[src/rtl/wave_controller.sv]
// Game sequencer upstream of alien_group: spawns waves, tracks score/lives/level, sets alien speed.
// Optional SPEEDUP_EN adds an in-wave speed bonus as the alien count drops.
module wave_controller #(
  parameter int unsigned NUM_ALIENS   = 40,
  parameter int unsigned START_LIVES  = 3,
  parameter int unsigned BASE_SPEED   = 1,
  parameter int unsigned MAX_SPEED    = 8,
  parameter int unsigned PTS_PER_HIT  = 10,
  parameter int unsigned CLEAR_FRAMES = 120,
  parameter int unsigned DEATH_FRAMES = 60,
  parameter int unsigned SCORE_W      = 16,
  localparam int unsigned CntW        = $clog2(NUM_ALIENS + 1)
) (
  input  logic               pixel_clk,
  input  logic               rst,
  input  logic               fsync,
  input  logic               start_btn,
  input  logic               alien_hit,
  input  logic [CntW-1:0]    aliens_remaining,
  input  logic               alien_reached,
  input  logic               player_hit,
  output logic [7:0]         speed,
  output logic               wave_rst,
  output logic               play_en,
  output logic [SCORE_W-1:0] score,
  output logic [3:0]         lives,
  output logic [3:0]         level,
  output logic               game_over
);

  localparam int unsigned MaxFrames = (CLEAR_FRAMES > DEATH_FRAMES) ? CLEAR_FRAMES : DEATH_FRAMES;
  localparam int unsigned FrameW    = $clog2(MaxFrames + 1);

  typedef enum logic [2:0] {
    StIdle,
    StSpawn,
    StPlay,
    StDeath,
    StClear,
    StGameOver
  } state_e;

  state_e               state_q, state_d;
  logic                 spawn_q, spawn_d;
  logic [FrameW-1:0]    frame_q, frame_d;
  logic [1:0]           low_q, low_d;
  logic                 hit_prev_q, start_prev_q;
  logic [SCORE_W-1:0]   score_q, score_d;
  logic [3:0]           lives_q, lives_d;
  logic [3:0]           level_q, level_d;
  logic [7:0]           speed_q, speed_d;
  logic [1:0]           bonus;
  logic                 kill;
  logic [SCORE_W:0]     score_sum;
  logic [8:0]           speed_sum;

`ifdef SPEEDUP_EN
  logic [1:0] bonus_q, bonus_d;

  always_comb begin
    bonus_d = bonus_q;
    if (state_q == StSpawn) begin
      bonus_d = 2'd0;
    end else if (state_q == StPlay) begin
      bonus_d = {1'b0, aliens_remaining <= CntW'(NUM_ALIENS / 2)} +
                {1'b0, aliens_remaining <= CntW'(NUM_ALIENS / 4)};
    end
  end

  always_ff @(posedge pixel_clk or negedge rst) begin
    if (!rst) bonus_q <= 2'd0;
    else      bonus_q <= bonus_d;
  end

  assign bonus = bonus_q;
`else
  assign bonus = 2'd0;
`endif

  assign kill      = alien_hit & ~hit_prev_q;
  assign score_sum = {1'b0, score_q} + (SCORE_W + 1)'(PTS_PER_HIT);
  assign speed_sum = 9'(BASE_SPEED) + {5'd0, level_q} + {7'd0, bonus};

  always_comb begin
    state_d   = state_q;
    spawn_d   = 1'b0;
    frame_d   = frame_q;
    score_d   = score_q;
    lives_d   = lives_q;
    level_d   = level_q;
    wave_rst  = 1'b0;
    play_en   = 1'b0;
    game_over = 1'b0;

    unique case (state_q)
      StIdle: begin
        wave_rst = 1'b1;
        if (start_btn) begin
          score_d = '0;
          lives_d = 4'(START_LIVES);
          level_d = 4'd0;
          state_d = StSpawn;
        end
      end
      StSpawn: begin
        wave_rst = 1'b1;
        if (spawn_q) state_d = StPlay;
        else         spawn_d = 1'b1;
      end
      StPlay: begin
        play_en = 1'b1;
        // Kills still score on the exit cycle, so a final simultaneous kill counts.
        if (kill) score_d = score_sum[SCORE_W] ? '1 : score_sum[SCORE_W-1:0];
        if (alien_reached) begin
          lives_d = 4'd0;
          state_d = StGameOver;
        end else if (player_hit) begin
          lives_d = (lives_q == 4'd0) ? 4'd0 : lives_q - 4'd1;
          frame_d = '0;
          state_d = (lives_q <= 4'd1) ? StGameOver : StDeath;
        end else if (aliens_remaining == '0 && low_q == 2'd2) begin
          frame_d = '0;
          state_d = StClear;
        end
      end
      StDeath: begin
        if (fsync) begin
          frame_d = frame_q + 1'b1;
          if (frame_q == FrameW'(DEATH_FRAMES - 1)) state_d = StSpawn;
        end
      end
      StClear: begin
        if (fsync) begin
          frame_d = frame_q + 1'b1;
          if (frame_q == FrameW'(CLEAR_FRAMES - 1)) begin
            level_d = (level_q == 4'd15) ? 4'd15 : level_q + 4'd1;
            state_d = StSpawn;
          end
        end
      end
      StGameOver: begin
        game_over = 1'b1;
        if (start_btn && !start_prev_q) state_d = StIdle;
      end
      default: state_d = StIdle;
    endcase

    // Guard counter: how long wave_rst has been low, saturating at 2.
    low_d   = wave_rst ? 2'd0 : ((low_q == 2'd2) ? 2'd2 : low_q + 2'd1);
    speed_d = (speed_sum > 9'(MAX_SPEED)) ? 8'(MAX_SPEED) : speed_sum[7:0];
  end

  always_ff @(posedge pixel_clk or negedge rst) begin
    if (!rst) begin
      state_q      <= StIdle;
      spawn_q      <= 1'b0;
      frame_q      <= '0;
      low_q        <= 2'd0;
      hit_prev_q   <= 1'b0;
      start_prev_q <= 1'b0;
      score_q      <= '0;
      lives_q      <= 4'(START_LIVES);
      level_q      <= 4'd0;
      speed_q      <= 8'(BASE_SPEED);
    end else begin
      state_q      <= state_d;
      spawn_q      <= spawn_d;
      frame_q      <= frame_d;
      low_q        <= low_d;
      hit_prev_q   <= alien_hit;
      start_prev_q <= start_btn;
      score_q      <= score_d;
      lives_q      <= lives_d;
      level_q      <= level_d;
      speed_q      <= speed_d;
    end
  end

  assign speed = speed_q;
  assign score = score_q;
  assign lives = lives_q;
  assign level = level_q;

endmodule

[config.mk]
export PLATFORM = sky130hd
export DESIGN_NAME = wave_controller
export DESIGN_NICKNAME = d
export VERILOG_FILES = /design/src/rtl/wave_controller.sv
export SDC_FILE = /design/constraint.sdc
export NUM_CORES = 1
export LEC_CHECK = 0
export CAP_MARGIN = 0
export CORE_MARGIN = 2
export CORE_UTILIZATION = 35
export CTS_BUF_LIST = sky130_fd_sc_hd__clkbuf_4 sky130_fd_sc_hd__clkbuf_8 sky130_fd_sc_hd__clkbuf_16
export CTS_CLUSTER_DIAMETER = 150
export CTS_CLUSTER_SIZE = 16
export DETAILED_ROUTE_END_ITERATION = 7
export HOLD_SLACK_MARGIN = 0.1
export PLACE_DENSITY = 0.6
export SLEW_MARGIN = 10
export SYNTH_ARGS = -nofsm -noshare
export SYNTH_HDL_FRONTEND = slang
export SYNTH_SLANG_ARGS = --single-unit
[constraint.sdc]
create_clock -name pixel_clk -period 2.55 [get_ports pixel_clk]
set_input_delay 0.3825 -clock pixel_clk [delete_from_list [all_inputs] [get_ports pixel_clk]]
set_output_delay 0.3825 -clock pixel_clk [all_outputs]
set_load 0.02 [all_outputs]
==> reports/qor.csv <==
stage,metric,value,unit
global_routing,number of antenna violations at the first check in global routing,0,
drt,average detailed-routed wire length per instance,14.5,microns
final_layout,most frequent standard cell in the layout excluding fill and tap cells,clkdlybuf4s50_1,
yosys,post-synthesis simple-gate area fraction,0.193,
placement,RD Place Congestion,0.821,
floorplan,number of top-level pins,48,
yosys,sequential element share of the synthesized area,0.444,
yosys,Avg Inst Size Synth,9.36,sq um
drt,remaining antenna violation count,0,
critical_path,worst-path fanout max,9,
placement,DP Wirelength,4270,microns
pwr,Pleak,1.26,nW
yosys,"arithmetic-cell share of the synthesized area counting full adders, half adders and majority gates",0.0251,
yosys,parity-gate share of the synthesized area counting xor and xnor cells,0.00704,
floorplan,overall die height,88.3,microns
sta,Clock Skews,0.00933,ns
yosys,portion of netlist area occupied by mux cells,0.0271,
final_layout,final net count,336,
final_layout,synthesis-to-finish area growth,27.2,%
floorplan,die extent in x,88.3,microns
global_routing,wire length of the first global-routing pass,9950,microns
outcome,run status,completed,
global_routing,total congestion overflow after global routing,0,
sta,maximum clock rate,408,MHz
final_layout,final standard cell count with taps included and fillers excluded,415,
critical_path,crit path capture type,output port,
yosys,post-synthesis register bit count,44,
drt,number of violations reported at the end of detailed-routing iteration 0,112,
critical_path,CP Data Required Time,2.17,ns
clock_tree,clock insertion delay at the later pin of the skew report,0.30,ns
sta,transition time at the pin with the least slew margin,0.805,ns
final_layout,count of inserted antenna diode cells,0,
drt,drt pass-1 iters,5,
sta,final-report hold violation count,0,
clock_tree,TritonCTS Buffers,5,
yosys,number of synthesized flops with an enable pin,0,
yosys,number of different library cells in the post-synthesis netlist,57,
sta,Max Slew Vio Count,0,
yosys,most common flop cell mapped by yosys,dfrtp_1,
drt,mean number of vias per cell,5.38,
clock_tree,total setup buffers inserted after CTS,0,
yosys,Cells after Synth,266,
yosys,warnings from Yosys,0,
clock_tree,clock-pin transition on the worst setup and hold timing paths,0.08,ns
clock_tree,maximum buffer depth of the clock tree,2,
pwr,power density normalized to cell area,798,nW/um^2
placement,DP Cell Count,406,
floorplan,initial standard-cell utilization of the core,0.364,
sta,RSZ-0062 raised after global routing,no,
global_routing,maximum number of pins on one net before global-route repair,23,
pwr,overall power after layout,2.53,mW
critical_path,worst setup path category,reg -> out,
floorplan,Placement Rows,30,
flow_run,count of maximum capacitance violations,0,
sta,time the final worst path needs with I/O delays and setup,2.45,ns
final_layout,share of final-layout standard cells stronger than drive strength 1,0.100,
critical_path,data arrival at the endpoint of the critical path,2.07,ns
yosys,dominant combinational cell family by area after synthesis,compound AO/OA/AOI/OAI gates,
yosys,post-synthesis compound-gate area fraction,0.250,
sta,Setup Viol. Count Final,0,
sta,Sum Neg Setup Slack,0,ns
placement,number of input and output port buffers inserted,44,
global_routing,overall fraction of global-route tracks in use,0.164,
drt,Residual DRC,0,
floorplan,core box area,6830,sq um
drt,vias after detailed routing,2234,
clock_tree,maximum level of the CTS H-tree,2,
hold_path,classification of the worst-slack hold path,reg -> reg,
drt,post-detailed-routing wire length,6000,microns
yosys,proportion of synthesized flip-flops having asynchronous set or reset,1.00,
yosys,Synth Cell Area,2490,sq um
pwr,worst-case vdd ir drop,0.411,mV
clock_tree,TritonCTS Sinks,44,
sta,final worst-path cycle share,0.961,
floorplan,Die ar.,7800,sq um
global_routing,number of global-route vias before repair,2123,
final_layout,number of fill cells in the layout,700,
final_layout,"top library cells by usage in the layout, fill and taps aside","43 x clkdlybuf4s50_1, 40 x dfrtp_1, 29 x a21oi_1",
clock_tree,clock tree from TritonCTS,done,
critical_path,Critical Path Source Type,flop,
sta,Slew HR,0.464,
clock_tree,Clk Tree Root Cell,clkbuf_8,
==> routing by layer <==
metal  up-vias  GRT usage  share of wire
li1       1096          -              -
met1      1073      0.224           0.48
met2        56      0.260           0.46
met3         9     0.0205          0.035
met4         0     0.0785          0.020
met5         -          0              0
==> cells in the mapped netlist, drive strengths merged, types with 6 or more instances <==
| master | n | area (sq um) |
|---|---|---|
| a21oi | 29 | 145 |
| a31oi | 7 | 43.8 |
| buf | 8 | 50.1 |
| dfrtp | 41 | 1030 |
| inv | 17 | 63.8 |
| nand2 | 13 | 48.8 |
| nand3 | 6 | 30.0 |
| nand3b | 6 | 45.0 |
| nor2 | 17 | 63.8 |
| nor3 | 11 | 55.1 |
| o21ai | 19 | 98.8 |
| o2bb2ai | 7 | 61.3 |
==> repair_timing <==
action	4_1_cts	5_1_grt
endpoints found under the hold margin	17	0
endpoints found under the setup margin	0	1
hold buffers	1	0
resized for setup	0	1
==> path summary, 6_finish.rpt <==
kind / slack, ns / endpoint / start / cells past startpoint
setup / recovery: 0.1 / play_en / state_q[0] / 3
hold / removal: 0.48 / spawn_q / spawn_q / 1
setup reg to reg: 0.42 / state_q[0] / frame_q[0] / 5
hold reg to reg: 0.48 / spawn_q / spawn_q / 1
max in group asynchronous: 1.39 / frame_q[0] / rst / 3
min in group asynchronous: 0.57 / spawn_q / rst / 2
==> power breakdown <==
part	switching, mW	total, mW	internal [mW]
combinational	0.539	1.01	0.473
clock	0.242	0.485	0.243
sequential	0.178	1.03	0.853
total	0.960	2.53	1.57
==> critical path, cell delays in order, from the launching register on <==
cell and delay, ns:
dfrtp_1 0.48, or3b_1 0.52, inv_2 0.14, clkdlybuf4s50_1 0.61
==> cell type report <==
cell class | count | area (sq um) | area share
Multi-Input combinational cell | 196 | 1270 | 0.400
Timing Repair Buffer | 54 | 513 | 0.162
Clock buffer | 8 | 97.6 | 0.0308
Sequential cell | 44 | 1110 | 0.349
Tap cell | 96 | 120 | 0.0379
Inverter | 17 | 63.8 | 0.0201
==> per-stage QoR <==
step                      utilization  area (sq um)  hold WS [ns]  setup WS, ns
after CTS                       0.464          3170         0.482        0.0179
final                           0.464          3170         0.477        0.0996
after global routing            0.464          3170         0.522        0.0235
after global placement          0.448          3060         0.395         0.386
after detailed placement        0.448          3060         0.395         0.363
after floorplan                     -          2500        0.0869         0.666
==> registers in the layout (all words and copies together) (netlist names), 2 cells and up <==
signal,flops
score,16
low_q,2
frame_q,7
speed,5
state_q,3
level,4
lives,4
==> cells by family after synthesis <==
kind of cell | Yosys count
other | 1
and+or+nand+nor | 83
muxes | 6
buffers and inverters | 29
xor gates and xnor gates | 2
adders and majority gates | 5
DFF | 44
AOI/OAI and AO/OA | 96
(Power assumes the default switching activity.)
==> variant 1: new RTL, config.mk and constraints unchanged <==
The option `SPEEDUP_EN` is turned on by a define.
--- a/src/rtl/wave_controller.sv
+++ b/src/rtl/wave_controller.sv
@@ -2,2 +2,4 @@
 // Optional SPEEDUP_EN adds an in-wave speed bonus as the alien count drops.
+`define SPEEDUP_EN
+
 module wave_controller #(
Check against the original RTL: not equivalent (a bounded check fails within 10 cycles, from zero or initial values and one cycle with rst low).
==> variant 1 against the original RTL <==
Synthesized cell count increased by 10%. Die area increased by 3.3%. Via count increased by 2.8%. Sequential share of layout area increased by 0.81 points. Total power decreased by 0.92%. Sequential cell count increased by 2. Worst setup slack improved by 59 ps. Cell area increased by 2.1%. Synthesized area increased by 3.4%. Fmax increased by 2.5%. Core utilization decreased by 1.3 points. Clock skew increased by 1.8 ps. Routed wire length decreased by 0.75%. Critical path type unchanged.
==> variant 1: results (changes against the original RTL) <==
Rel. slew slack=0.5330 (+0.06933); Area Overhead vs Synth=25.56%; Yosys warnings=0 (unchanged); worst hold path class=in2async; # H-tree levels=2 (unchanged); fraction of layout cells with a size suffix above 1=0.06725 (-0.03306); leading post-synthesis cells by cell area=dfrtp_1, o21ai_0, nor2_1; vias in the first global route=2181 (+2.7%); Leading cell kind=multi-input gates; NonClk Buf Share=0.1463 (-0.01564); Post-synth ARST share=1.000 (unchanged); #MultiIn Comb=225 (+15%); number of flip-flops in the largest register=16 (unchanged); sequential cell area share=0.3572 (+0.008068); largest net degree at the start of global routing=31 (+35%); Root Driver=clkbuf_8; Global Route Usage Sum=0.1549 (-0.009327); full die area=0.008060 mm² (+3.3%); bufs w/o clock=49 (-9.3%); FF+latch count=46 (+4.5%); Pleak=1.362 nW (+8.2%); # fillers=723 (+3.3%); Post-Route WL=5957 µm (-0.75%); Post-CTS Setup Inserts=0 (unchanged); clk_lat worst skew=between 300 and 400 ps; Area after DPL=0.003126 mm² (+2.2%); Synth top cells by count=dfrtp_1, o21ai_0, nor2_1; Clk pin slew, worst setup/hold paths=roughly 90 ps; non-clock inverter count=14 (-3); DRT iter0 DRCs=142 (+27%); placed wire-length estimate=4300 µm (+0.65%); Seq. pwr=between 1 and 1.5 mW; CTS buffer count=5 (unchanged); P_sw=0.9569 mW (-0.31%); Distinct cells, synth=50 (-12%); status=finished clean; Placer Congestion=0.8231 (+0.26%); # nets final=363 (+8.0%); multi-input combinational area share=0.4094 (+0.009363); sequential area share after synthesis=0.4485 (+0.004775); first-pass GRT wire length=10410 µm (+4.6%); VDD IR max=0.0003514 V (-15%); Clock buffer cells=7 (-1); Critical Path AT=2010 ps (-60 ps); ANT cells=0 (unchanged); Placement Setup Slack=391.6 ps (+28.63 ps); Bufs on Longest Clock Path=2 (unchanged); clock-cell share of area=0.03251 (+0.001702); IO buf count=44 (unchanged); Final Skew=11.12 ps (+1.797 ps); number of antenna violations at the first check in global routing=0 (unchanged); via count=2296 (+2.8%); TritonRoute pass-1 iters=4 (-1); clock power share=0.201 (+0.009); Post-synth EDFFs=0 (unchanged); crit-path max FO=11 (+2)
==> variant 1: layer usage <==
layer	up-vias	GRT usage	wire length, µm
met3	7	0.02766	192
met5	-	0	0
met1	1092	0.2122	2922
met2	50	0.2519	2759
li1	1147	-	-
met4	0	0.04615	82
==> variant 1: timing repair <==
item | in CTS | in global routing
endpoints found under the setup margin | 0 | 1
resized for setup | 0 | 1
hold endpoints to repair | 0 | 0
==> variant 1: worst max-delay path, cell delays in order, from the launching register on <==
cell and delay [ps]:
dfrtp_1 490, or3b_4 460, inv_1 130, clkdlybuf4s50_1 620
==> variant 1: kinds of logic after synthesis <==
group                    share of synthesized area
AO/OA/AOI/OAI                               0.2284
XOR/XNOR                                  0.006804
adder cells (fa/ha/maj)                    0.04665
buffers and inverters                      0.04276
flip-flops                                  0.4485
multiplexers                               0.01312
other                                     0.001456
AND/OR/NAND/NOR                             0.2123
==> variant 1: through the flow <==
stage                     power [mW]  cells
final                          2.504    441
after global routing           2.723    441
after CTS                      2.531    441
after detailed placement       2.010    433
after global placement         1.989    433
after floorplan                1.656    296
==> variant 1: path summary, 6_finish.rpt <==
| path | to | depth (start not counted) | startpoint | slack [ps] |
|---|---|---|---|---|
| worst min-delay path | spawn_q$_DFF_PN0_ | 1 | rst | 120 |
| worst min register to register | spawn_q$_DFF_PN0_ | 1 | spawn_q$_DFF_PN0_ | 460 |
| worst max-delay path | play_en | 3 | state_q[0]$_DFFE_PN0P_ | 160 |
| max in group asynchronous | speed[0]$_DFF_PN1_ | 2 | rst | 1750 |
| min in group pixel_clk | spawn_q$_DFF_PN0_ | 1 | spawn_q$_DFF_PN0_ | 460 |
| worst max register to register | state_q[1]$_DFFE_PN0P_ | 6 | state_q[1]$_DFFE_PN0P_ | 500 |
==> variant 2: new RTL, same settings <==
Without the edit above. The 6 states of `state_e` get a one-hot encoding in 6 bits.
--- a/src/rtl/wave_controller.sv
+++ b/src/rtl/wave_controller.sv
@@ -33,9 +33,9 @@
 
-  typedef enum logic [2:0] {
-    StIdle,
-    StSpawn,
-    StPlay,
-    StDeath,
-    StClear,
-    StGameOver
+  typedef enum logic [5:0] {
+    StIdle     = 6'b000001,
+    StSpawn    = 6'b000010,
+    StPlay     = 6'b000100,
+    StDeath    = 6'b001000,
+    StClear    = 6'b010000,
+    StGameOver = 6'b100000
   } state_e;
Function: same outputs for any inputs over 10 cycles, from zero or initial values and one cycle with rst low; not proved beyond that.
==> variant 2 against the original RTL <==
Synthesized area is 3.0% higher. Hold slack worse by 290 ps. Worst setup slack better by 110 ps. Routed wire length is 2.5% lower. Total power is 4.0% lower. Largest cell class unchanged. Sequential cell count is 3 higher. Cell area is 2.0% higher. Clock skew is 0.53 ps lower.
==> variant 2: results (changes against the original RTL) <==
Distinct cells, synth=60 (+5.3%); CTS buffer count=5 (unchanged); VDD IR max=0.0004439 V (+7.9%); fraction of layout cells with a size suffix above 1=0.09568 (-0.004634); Yosys warnings=0 (unchanged); reg-to-reg endpoint=score[10]$_DFFE_PN0P_; CP top delay family=buffers and inverters; Post-synth EDFFs=0 (unchanged); dominant synthesized flop cell=dfrtp_1; ANT cells=0 (unchanged); M1 WL=3030 µm (+5.1%); # fillers=699 (-0.14%); crit-path max FO=10 (+1); Final Skew=8.795 ps (-0.5308 ps); status=finished clean; Critical Path Start=state_q[4]$_DFFE_PN0P_; CP endpoint=play_en; Pleak=1.363 nW (+8.3%); clk_lat worst skew=about 290 ps; number of flip-flops in the largest register=16 (unchanged); # H-tree levels=2 (unchanged); IO buf count=44 (unchanged); metal3 WL=179 µm (-15%); actual transition at the worst max-transition pin=761.7 ps (-42.82 ps); first-pass GRT wire length=9942 µm (about the same); leading post-synthesis cells by cell area=dfrtp_1, o21ai_0, dfstp_2; worst hold path class=in2async; CP max-delay cell=clkdlybuf4s50_1; R2R depth=5 (unchanged); largest net degree at the start of global routing=48 (+110%); Clk pin slew, worst setup/hold paths=80 ps (about the same); sequential area share after synthesis=0.4605 (+0.01677); Root Driver=clkbuf_8; Global Route Usage Sum=0.1569 (-0.007308); number of antenna violations at the first check in global routing=0 (unchanged); # nets final=341 (+1.5%); Met2 Wirelength=2600 µm (-6.6%); Synth top cells by count=dfrtp_1, o21ai_0, nor2_1; highest routed layer=met4; Placer Congestion=0.8111 (-1.2%); DRT iter0 DRCs=101 (-9.8%); wire per inst=13.83 µm (-4.4%); Critical Path AT=1950 ps (-120 ps); Worst path max stage delay=640 ps (+30 ps); Crit Reg-Reg Startpoint=score[4]$_DFFE_PN0P_; placed wire-length estimate=4156 µm (-2.7%); R2R setup slack=330 ps (-90 ps); vias in the first global route=2058 (-3.1%); Bufs on Longest Clock Path=2 (unchanged); via count=2205 (-1.3%); TritonRoute pass-1 iters=4 (-1)
## variant 2: routing by layer
metal	global-route usage	vias to the layer above
met1	0.2389	1058
li1	-	1108
met3	0.02559	2
met2	0.2326	37
met5	0	-
met4	0.03799	0
## variant 2: layout make-up
cell class,instances,share of cell area
Clock buffer,7,0.02787
Clock inverter,1,0.001549
Inverter,10,0.01161
Multi-Input combinational cell,207,0.4022
Sequential cell,47,0.3655
Tap cell,99,0.03833
Timing Repair Buffer,52,0.1529
## variant 2: repair_timing
item,4_1_cts,5_1_grt
resized for setup,1,1
setup endpoints to repair,1,1
setup buffers,0,0
hold buffers,0,0
## variant 2: worst min-delay path by stage
stage / startpoint / endpoint / slack (ps) / cells after the start
2_1_floorplan: rst / frame_q[0]$_DFFE_PN0P_ / 90 / 0
3_3_place_gp: spawn_q$_DFF_PN0_ / spawn_q$_DFF_PN0_ / 480 / 1
3_5_place_dp: spawn_q$_DFF_PN0_ / spawn_q$_DFF_PN0_ / 490 / 1
4_1_cts: rst / score[15]$_DFFE_PN0P_ / 210 / 2
5_1_grt: rst / score[15]$_DFFE_PN0P_ / 240 / 2
6_report: rst / frame_q[3]$_DFFE_PN0P_ / 190 / 2
## variant 2: logic make-up (layout without fill, tap and decap cells)
| logic type | after synthesis | count (layout) | share of synthesized area |
|---|---|---|---|
| compound gates | 92 | 92 | 0.2454 |
| other cells | 1 | 4 | 0.001462 |
| flops | 47 | 47 | 0.4605 |
| mux | 4 | 4 | 0.01610 |
| buf+inv | 21 | 70 | 0.03903 |
| fa+ha+maj | 5 | 5 | 0.02439 |
| simple gates | 102 | 102 | 0.2132 |
## variant 2: metrics by stage
| step | hold WS (ps) | instance area (µm²) | cells | setup WS (ps) | utilization |
|---|---|---|---|---|---|
| after floorplan | 86.91 | 2576 | 275 | 603.7 | - |
| after global placement | 483.6 | 3133 | 415 | 316.1 | 0.4366 |
| after detailed placement | 493.2 | 3133 | 415 | 292.0 | 0.4366 |
| after CTS | 209.3 | 3227 | 423 | 111.7 | 0.4497 |
| after global routing | 235.8 | 3232 | 423 | 80.23 | 0.4504 |
| final | 186.9 | 3232 | 423 | 213.5 | 0.4504 |
## variant 2: report_power, final
group / leakage (nW) / switching, mW / total [mW] / internal, mW
combinational: 0.685 / 0.494 / 0.929 / 0.435
clock: 0.0517 / 0.242 / 0.472 / 0.230
sequential: 0.626 / 0.143 / 1.03 / 0.882
